File: config.mk
export PLATFORM = sky130hd
export DESIGN_NAME = spi_word_rx
export DESIGN_NICKNAME = d
export VERILOG_FILES = /design/src/rtl/spi_word_rx_pkg.sv /design/src/rtl/spi_word_rx_sync_edge.sv /design/src/rtl/spi_word_rx.sv
export SDC_FILE = /design/constraint.sdc
export NUM_CORES = 1
export LEC_CHECK = 0
export CAP_MARGIN = 20
export CORE_ASPECT_RATIO = 0.6
export CORE_UTILIZATION = 37
export DETAILED_ROUTE_END_ITERATION = 12
export PLACE_DENSITY = 0.55
export SLEW_MARGIN = 20
export SYNTH_ARGS = -nofsm -noshare
export SYNTH_HDL_FRONTEND = slang
export SYNTH_SLANG_ARGS = --single-unit
File: constraint.sdc
create_clock -name clk -period 3.8 [get_ports clk]
set_clock_uncertainty 0.2 [all_clocks]
set_input_delay 0.57 -clock clk [delete_from_list [all_inputs] [get_ports clk]]
set_output_delay 0.57 -clock clk [all_outputs]
set_load 0.1 [all_outputs]
File: src/rtl/spi_word_rx_pkg.sv
// Shared constants and state encoding for the counter readout link receiver.
package spi_word_rx_pkg;

  localparam int unsigned DEFAULT_WIDTH   = 32;
  localparam int unsigned MIN_SYNC_STAGES = 2;

  typedef enum logic [1:0] {
    WAIT_IDLE = 2'd0,
    IDLE      = 2'd1,
    SHIFT     = 2'd2
  } rx_state_e;

endpackage

File: src/rtl/spi_word_rx_sync_edge.sv
// Multi-stage synchronizer with an edge-detect register and rise/fall strobes.
// o_primed goes high once the chain and the edge register hold only real
// samples, so edges produced by the reset-value flush can be ignored.
module spi_word_rx_sync_edge #(
  parameter int unsigned STAGES  = 2,
  parameter logic        RST_VAL = 1'b0
) (
  input  logic clk,
  input  logic reset,
  input  logic i_d,
  output logic o_sync,
  output logic o_primed,
  output logic o_rise_c,
  output logic o_fall_c
);

  logic [STAGES-1:0] r_chain;
  logic              r_prev;
  logic [STAGES:0]   r_fill;

  // Synchronizer chain, edge-detect register and fill tracker.
  always_ff @(posedge clk or posedge reset) begin
    if (reset) begin
      r_chain <= {STAGES{RST_VAL}};
      r_prev  <= RST_VAL;
      r_fill  <= '0;
    end else begin
      r_chain <= {r_chain[STAGES-2:0], i_d};
      r_prev  <= r_chain[STAGES-1];
      r_fill  <= {r_fill[STAGES-1:0], 1'b1};
    end
  end

  assign o_sync   = r_chain[STAGES-1];
  assign o_primed = r_fill[STAGES];
  assign o_rise_c = r_chain[STAGES-1] & ~r_prev;
  assign o_fall_c = ~r_chain[STAGES-1] & r_prev;

endmodule

File: src/rtl/spi_word_rx.sv
// SPI mode-0 slave word receiver: oversampled inputs, MSB-first shift,
// frame-length check and valid/ack hand-off of each good word.
module spi_word_rx
  import spi_word_rx_pkg::*;
#(
  parameter int unsigned WIDTH       = DEFAULT_WIDTH,
  parameter int unsigned SYNC_STAGES = MIN_SYNC_STAGES
) (
  input  logic             clk,
  input  logic             reset,
  input  logic             ss_n,
  input  logic             sclk,
  input  logic             mosi,
  input  logic             rd_ack,
  output logic [WIDTH-1:0] rx_data,
  output logic             data_valid,
  output logic             frame_err,
  output logic             overrun,
  output logic             busy
);

  localparam int unsigned CNT_W = $clog2(WIDTH + 2);

  logic w_ss_sync, w_ss_primed, w_ss_rise, w_ss_fall;
  logic w_sclk_sync, w_sclk_primed, w_sclk_rise, w_sclk_fall;
  logic w_mosi_sync, w_mosi_primed, w_mosi_rise, w_mosi_fall;
  logic w_unused;

  rx_state_e        r_state, w_state_nxt;
  logic [WIDTH-1:0] r_shift, w_shift_nxt;
  logic [CNT_W-1:0] r_cnt, w_cnt_nxt;
  logic [WIDTH-1:0] r_rx, w_rx_nxt;
  logic             r_dv, w_dv_nxt;
  logic             r_ferr, w_ferr_nxt;
  logic             r_ovr, w_ovr_nxt;
  logic             r_busy, w_busy_nxt;
  logic             w_capture, w_ovr_set;

  spi_word_rx_sync_edge #(.STAGES(SYNC_STAGES), .RST_VAL(1'b1)) u_sync_ss (
    .clk(clk), .reset(reset), .i_d(ss_n),
    .o_sync(w_ss_sync), .o_primed(w_ss_primed),
    .o_rise_c(w_ss_rise), .o_fall_c(w_ss_fall)
  );

  spi_word_rx_sync_edge #(.STAGES(SYNC_STAGES), .RST_VAL(1'b0)) u_sync_sclk (
    .clk(clk), .reset(reset), .i_d(sclk),
    .o_sync(w_sclk_sync), .o_primed(w_sclk_primed),
    .o_rise_c(w_sclk_rise), .o_fall_c(w_sclk_fall)
  );

  // Same depth as sclk so the sampled bit lines up with the detected rise.
  spi_word_rx_sync_edge #(.STAGES(SYNC_STAGES), .RST_VAL(1'b0)) u_sync_mosi (
    .clk(clk), .reset(reset), .i_d(mosi),
    .o_sync(w_mosi_sync), .o_primed(w_mosi_primed),
    .o_rise_c(w_mosi_rise), .o_fall_c(w_mosi_fall)
  );

  assign w_unused = ^{w_sclk_sync, w_sclk_primed, w_sclk_fall,
                      w_mosi_primed, w_mosi_rise, w_mosi_fall};

  // State register and all registered outputs.
  always_ff @(posedge clk or posedge reset) begin
    if (reset) begin
      r_state <= WAIT_IDLE;
      r_shift <= '0;
      r_cnt   <= '0;
      r_rx    <= '0;
      r_dv    <= 1'b0;
      r_ferr  <= 1'b0;
      r_ovr   <= 1'b0;
      r_busy  <= 1'b0;
    end else begin
      r_state <= w_state_nxt;
      r_shift <= w_shift_nxt;
      r_cnt   <= w_cnt_nxt;
      r_rx    <= w_rx_nxt;
      r_dv    <= w_dv_nxt;
      r_ferr  <= w_ferr_nxt;
      r_ovr   <= w_ovr_nxt;
      r_busy  <= w_busy_nxt;
    end
  end

  // Next-state, shift/count, frame evaluation and handshake.
  always_comb begin
    w_state_nxt = r_state;
    w_shift_nxt = r_shift;
    w_cnt_nxt   = r_cnt;
    w_rx_nxt    = r_rx;
    w_dv_nxt    = r_dv;
    w_ferr_nxt  = 1'b0;
    w_ovr_nxt   = r_ovr;
    w_capture   = 1'b0;
    w_ovr_set   = 1'b0;

    case (r_state)
      WAIT_IDLE: begin
        if (w_ss_primed && w_ss_sync) w_state_nxt = IDLE;
      end
      IDLE: begin
        if (w_ss_fall) begin
          w_cnt_nxt   = '0;
          w_shift_nxt = '0;
          w_state_nxt = SHIFT;
        end
      end
      SHIFT: begin
        if (w_ss_rise) begin
          w_state_nxt = IDLE;
          if (r_cnt == CNT_W'(WIDTH)) begin
            if (!r_dv || rd_ack) w_capture = 1'b1;
            else                 w_ovr_set = 1'b1;
          end else begin
            w_ferr_nxt = 1'b1;
          end
        end else if (w_sclk_rise) begin
          w_shift_nxt = {r_shift[WIDTH-2:0], w_mosi_sync};
          if (r_cnt != CNT_W'(WIDTH + 1)) w_cnt_nxt = r_cnt + CNT_W'(1);
        end
      end
      default: w_state_nxt = WAIT_IDLE;
    endcase

    if (w_capture) begin
      w_rx_nxt = r_shift;
      w_dv_nxt = 1'b1;
    end else if (rd_ack && r_dv) begin
      w_dv_nxt = 1'b0;
    end

    if (w_ovr_set)           w_ovr_nxt = 1'b1;
    else if (rd_ack && r_dv) w_ovr_nxt = 1'b0;

    w_busy_nxt = (w_state_nxt == SHIFT);
  end

  assign rx_data    = r_rx;
  assign data_valid = r_dv;
  assign frame_err  = r_ferr;
  assign overrun    = r_ovr;
  assign busy       = r_busy;

endmodule
* Yosys cells after proc, flatten, opt, wreduce, memory -nomap -nowiden
Cells that the tools add are included.
** Storage, ports and cells
- Register bits :: 87
- Bits of input ports :: 6
- Output and inout bits :: 36
- Logic and storage cells :: 67
** Cells by class
- Add/subtract/negate cells :: 1
- Equal/unequal tests :: 9
- Mux-type cells :: 27
- Bitwise logic cells :: 6
- Reductions and logical operators :: 10
** Operators with widths (number)
- two-way mux 32 bit :: 3
- case mux 32 bit (2 select lines) :: 1
- two-way mux 6 bit :: 4
- two-way mux 1 bit :: 14
- case mux 6 bit (2 select lines) :: 1
- adder 6 x 1 -> 6 bit, second input constant :: 1
- == test 6 bit, second input constant :: 1
- two-way mux 2 bit :: 3
- inequality test 6 bit, second input constant :: 1
- case mux 2 bit (3 select lines) :: 1
- nonzero test 2 bit :: 3
- AND reduction 5 bit :: 1
- == test 2 bit, second input constant :: 2
- inequality test 2 x 1 -> 1 bit, second input constant :: 2
- inequality test 2 bit, second input constant :: 2
- AND reduction 4 bit :: 1
- AND 1 bit :: 3
- inverter 1 bit :: 3
- == test 2 x 1 -> 1 bit, second input constant :: 1
- logical AND 1 bit :: 2
- zero test 2 bit :: 1
- zero test 1 bit :: 1
- logical OR 1 bit :: 1

* Depth between registers and ports, before layout
- Depth in word-level cells :: 7
- Gate-level depth with buffers :: 8
- Mapped depth without buffers :: 6

* Cells and area by module
From an unflattened synthesis, not the netlist that was laid out.
** Unflattened totals
- Cell total of the unflattened synthesis :: 297
- Area, all modules :: 3694.8 µm²
** By module, submodules not included
- spi_word_rx :: times used 1, cells an instance 267, area an instance 3173.0 µm², seq. area each 1901.8 µm²
- spi_word_rx_sync_edge at u_sync_mosi ... :: times used 2, cells an instance 10, area an instance 172.7 µm², seq. area each 150.1 µm²
- spi_word_rx_sync_edge at u_sync_ss :: times used 1, cells an instance 10, area an instance 176.4 µm², seq. area each 153.9 µm²

* Least setup slack after synthesis
Ideal clock, no wire load.
- Path type :: reg2reg
- Start :: register r_dv (netlist: data_valid)
- End :: register r_rx[0] (netlist: rx_data[0])
- Library setup time :: 0.125 ns
- Data arrival time :: 1.782 ns
- Required time :: 3.475 ns
- Path slack :: 1.692 ns
- Stages on the path, launching flop included :: 5
- Path buffers :: 1
- Clock period less this slack :: 2.108 ns
- Cell sequence :: dfrtp_1 -> nand2b_1 -> nand2_4 -> buf_6 -> mux2_4
** On the way
- Longest elaborated chain between the ends :: 6
** Ends and longest elaborated chain
- from (decl) :: line spi_word_rx.sv:33 : logic r_dv, w_dv_nxt;
- from (signal assigned) :: line spi_word_rx.sv:77 : r_dv <= w_dv_nxt;
- zero test 1 bit :: line spi_word_rx.sv:111 : if (!r_dv || rd_ack) w_capture = 1'b1;
- logical OR 1 bit :: line spi_word_rx.sv:111
- two-way mux 1 bit :: line spi_word_rx.sv:111
- two-way mux 1 bit :: line spi_word_rx.sv:110 : if (r_cnt == CNT_W'(WIDTH)) begin
- two-way mux 1 bit :: line spi_word_rx.sv:108 : if (w_ss_rise) begin
- two-way mux 1 bit :: line spi_word_rx.sv:96 : case (r_state)
- to (signal assigned) :: line spi_word_rx.sv:76 : r_rx <= w_rx_nxt;
- to (decl) :: line spi_word_rx.sv:32 : logic [WIDTH-1:0] r_rx, w_rx_nxt;
Every way passes these cells.
A chain may end at the register's enable or synchronous reset.

* Worst setup path in the final report
- Start :: register r_dv (netlist: data_valid)
- End :: output port data_valid
** RTL lines
- to (decl) :: line spi_word_rx.sv:16 : output logic data_valid,
No word-level cell between the ends.

==> results.sh <==
export IMPL_drv_cap=0
export IMPL_syn_nets=288
export IMPL_max_stage_delay_ns=1.15
export IMPL_rsz0062_at_grt="no"
export IMPL_switching_share_pct=34.4
export IMPL_p_int_mw=1.69
export IMPL_p_clk_share_pct=35.9
export IMPL_layout_area_overhead_vs_synth_pct=22.1
export IMPL_grt_pass1_vias=2289
export IMPL_synthArstFlopShare_pct=100
export IMPL_post_cts_resized=0
export IMPL_critPathLaunchType="flip-flop"
export IMPL_die_area_sq_um=10700
export IMPL_core_area_sq_um=9910
export IMPL_clk_pin_slew_ns=0.06
export IMPL_cts_setup_buffers=0
export IMPL_hold_viol=0
export IMPL_drt_iter0_markers=174
export IMPL_setup_tns_ns=0
export IMPL_antenna_found_initial=0
export IMPL_nFillCells=872
export IMPL_seqPwrFrac_pct=38.4
export IMPL_fin_crit_sh_pct=70.0
export IMPL_critPathCaptureType="output port"
export IMPL_root_buffer="clkbuf_16"
export IMPL_syn_area_sq_um=3790
export IMPL_path_max_fanout=4
export IMPL_final_layout_size_suffix_gt1_share_pct=28.4
export IMPL_ctsLongestPathBuffers=2
export IMPL_die_h_microns=80.4
export IMPL_viasPerCell=4.91
export IMPL_regArea_sq_um=2180
export IMPL_synth_edf_count=0
export IMPL_ios=42
export IMPL_slowest_stage="clkdlybuf4s50_1"
export IMPL_required_ns=3.03
export IMPL_start_util_pct=38.2
export IMPL_cp_cell_sequence="clkdlybuf4s50_1"
export IMPL_worstMarginPinSlew_ns=0.984
export IMPL_cts_made_buffers=9
export IMPL_yosysSeqAreaShare_pct=57.5
export IMPL_die_w_microns=133
export IMPL_synth_ff_type="dfrtp_1"
export IMPL_critical_path_class="reg -> out"
export IMPL_cts_tree="yes"
export IMPL_final_cell_mix="dfrtp_1, clkdlybuf4s50_1, nand4_1, a21bo_2, mux2_4"
export IMPL_fmax_ghz=0.376
export IMPL_setup_violations_final=0
export IMPL_maxSlewHeadroom_pct=34.2
export IMPL_drt_pass1_iterations=4
export IMPL_gp_congestion=0.813
export IMPL_combPwrFrac_pct=25.7
export IMPL_grt_pass1_wl_microns=12000
export IMPL_drc=0
export IMPL_period_minus_slack_ns=2.66
export IMPL_ys_ff_latch=87
export IMPL_final_common_cell="dfrtp_1"
export IMPL_ant_nets=0
export IMPL_avgSynthCellArea_sq_um=13.9
export IMPL_p_leak_nw=2.22
export IMPL_worstSkewPairLatency_ns=0.34
export IMPL_cp_data_arrival_time_ns=1.89
export IMPL_critical_path_buf_inv_count=1
export IMPL_ys_types=38
export IMPL_htreeDepth=3
export IMPL_track_usage_pct=14.9
export IMPL_net_switching_power_uw=885
export IMPL_multi_input_area_sq_um=1470
export IMPL_overflow=0
export IMPL_dp_hpwl_microns=4130
export IMPL_yosys_warnings=0
export IMPL_slew_violations=0
export IMPL_wl_per_cell_microns=15.5
export IMPL_ir_worst_vdd_mv=0.356
export IMPL_cellPowerDensity_nw_per_um2=556
export IMPL_syn_inst=273
export IMPL_min_path_type="reg -> reg"
export IMPL_postCtsHoldBufs=0
export IMPL_dp_cells=436
export IMPL_path_delay_family="buffers and inverters"
export IMPL_fin_cells=452
export IMPL_wirelength_microns=7020
export IMPL_grt_max_degree=88
export IMPL_status="complete, no violations"
export IMPL_fin_nets=327
export IMPL_diodes=0
export IMPL_cts_sinks=87
export IMPL_port_buffers=41
export IMPL_rows=28
export IMPL_vias=2220
-- power by group through the flow --
stage               Clock (mW)  Combinational (mW)  Sequential, mW
floorplan                    0               0.467            1.04
global placement             0               0.663            1.00
detailed placement           0               0.663            1.00
CTS                      0.956               0.667           0.989
global route             0.992               0.733           0.993
finish                   0.924               0.663           0.988
-- sequential cells by signal, summed over array words and instances, names as in the netlist --
name                 count
data_valid               1
r_cnt                    6
overrun                  1
r_shift                 32
busy                     1
u_sync_ss.r_chain        2
u_sync_sclk.r_chain      2
frame_err                1
r_state                  2
u_sync_ss.r_fill         3
u_sync_mosi.r_chain      2
rx_data                 32
u_sync_sclk.r_prev       1
u_sync_ss.r_prev         1
-- final cells by class --
class | instances | area share, %
clock inverters | 4 | 1.57
multi-input cells | 159 | 31.8
flip-flops and latches | 87 | 47.1
inverters | 9 | 0.757
clock buffers | 12 | 5.11
repair buffers | 46 | 9.95
well taps | 135 | 3.65
-- Yosys cell counts, drive strengths merged, types with 2 or more instances --
master  instances  area (sq um)
nand2          10          45.0
dfstp           3          78.8
o21ai           2          10.0
a32o            3          30.0
a21bo          31           310
mux2           32           473
ha              9           113
nand3           5          25.0
inv             9          33.8
a31oi           2          12.5
clkbuf          7          26.3
nand4          31           194
nand2b          6          37.5
buf            11          76.3
dfrtp          84          2100
nor2            4          15.0
mux2i           3          30.0
a21oi           5          36.3
o211ai          2          15.0
-- per-layer routing --
metal | GRT usage (%) | wire length [microns] | up-vias
met5 | 0 | 0 | -
met4 | 5.52 | 99 | 0
met3 | 5.11 | 313 | 12
met2 | 20.3 | 2800 | 42
met1 | 21.6 | 3810 | 1092
li1 | - | - | 1074
-- logic make-up after synthesis --
group                      synth area share, %
adders and majority gates                 2.97
AOI/OAI and AO/OA                         12.3
and+or+nand+nor                           10.2
muxes                                     13.3
buffers and inverters                     3.60
other                                   0.0989
DFF                                       57.5
-- worst paths after layout --
path / cells after the start / slack [ns] / start / to
min in group asynchronous: 3 / 0.44 / reset / rx_data[14]
setup / recovery: 1 / 1.14 / data_valid / data_valid
hold / removal: 0 / 0.15 / u_sync_ss.r_fill[1] / u_sync_ss.r_fill[2]
max in group asynchronous: 3 / 2.56 / reset / u_sync_ss.r_chain[1]
setup reg to reg: 6 / 1.27 / r_state[0] / rx_data[3]
hold reg to reg: 0 / 0.15 / u_sync_ss.r_fill[1] / u_sync_ss.r_fill[2]
-- through the flow --
stage / setup WS (ns) / utilization [%] / area (sq um) / hold slack, ns / power, mW
after global placement: 1.35 / 43.6 / 4320 / 0.134 / 1.67
after detailed placement: 1.26 / 43.6 / 4320 / 0.137 / 1.67
after global routing: 1.10 / 46.7 / 4630 / 0.158 / 2.72
final: 1.14 / 46.7 / 4630 / 0.147 / 2.57
after CTS: 1.13 / 46.7 / 4630 / 0.151 / 2.61
after floorplan: 0.785 / - / 3790 / 0.131 / 1.51
Note: power is estimated with default switching activity, not from simulation.
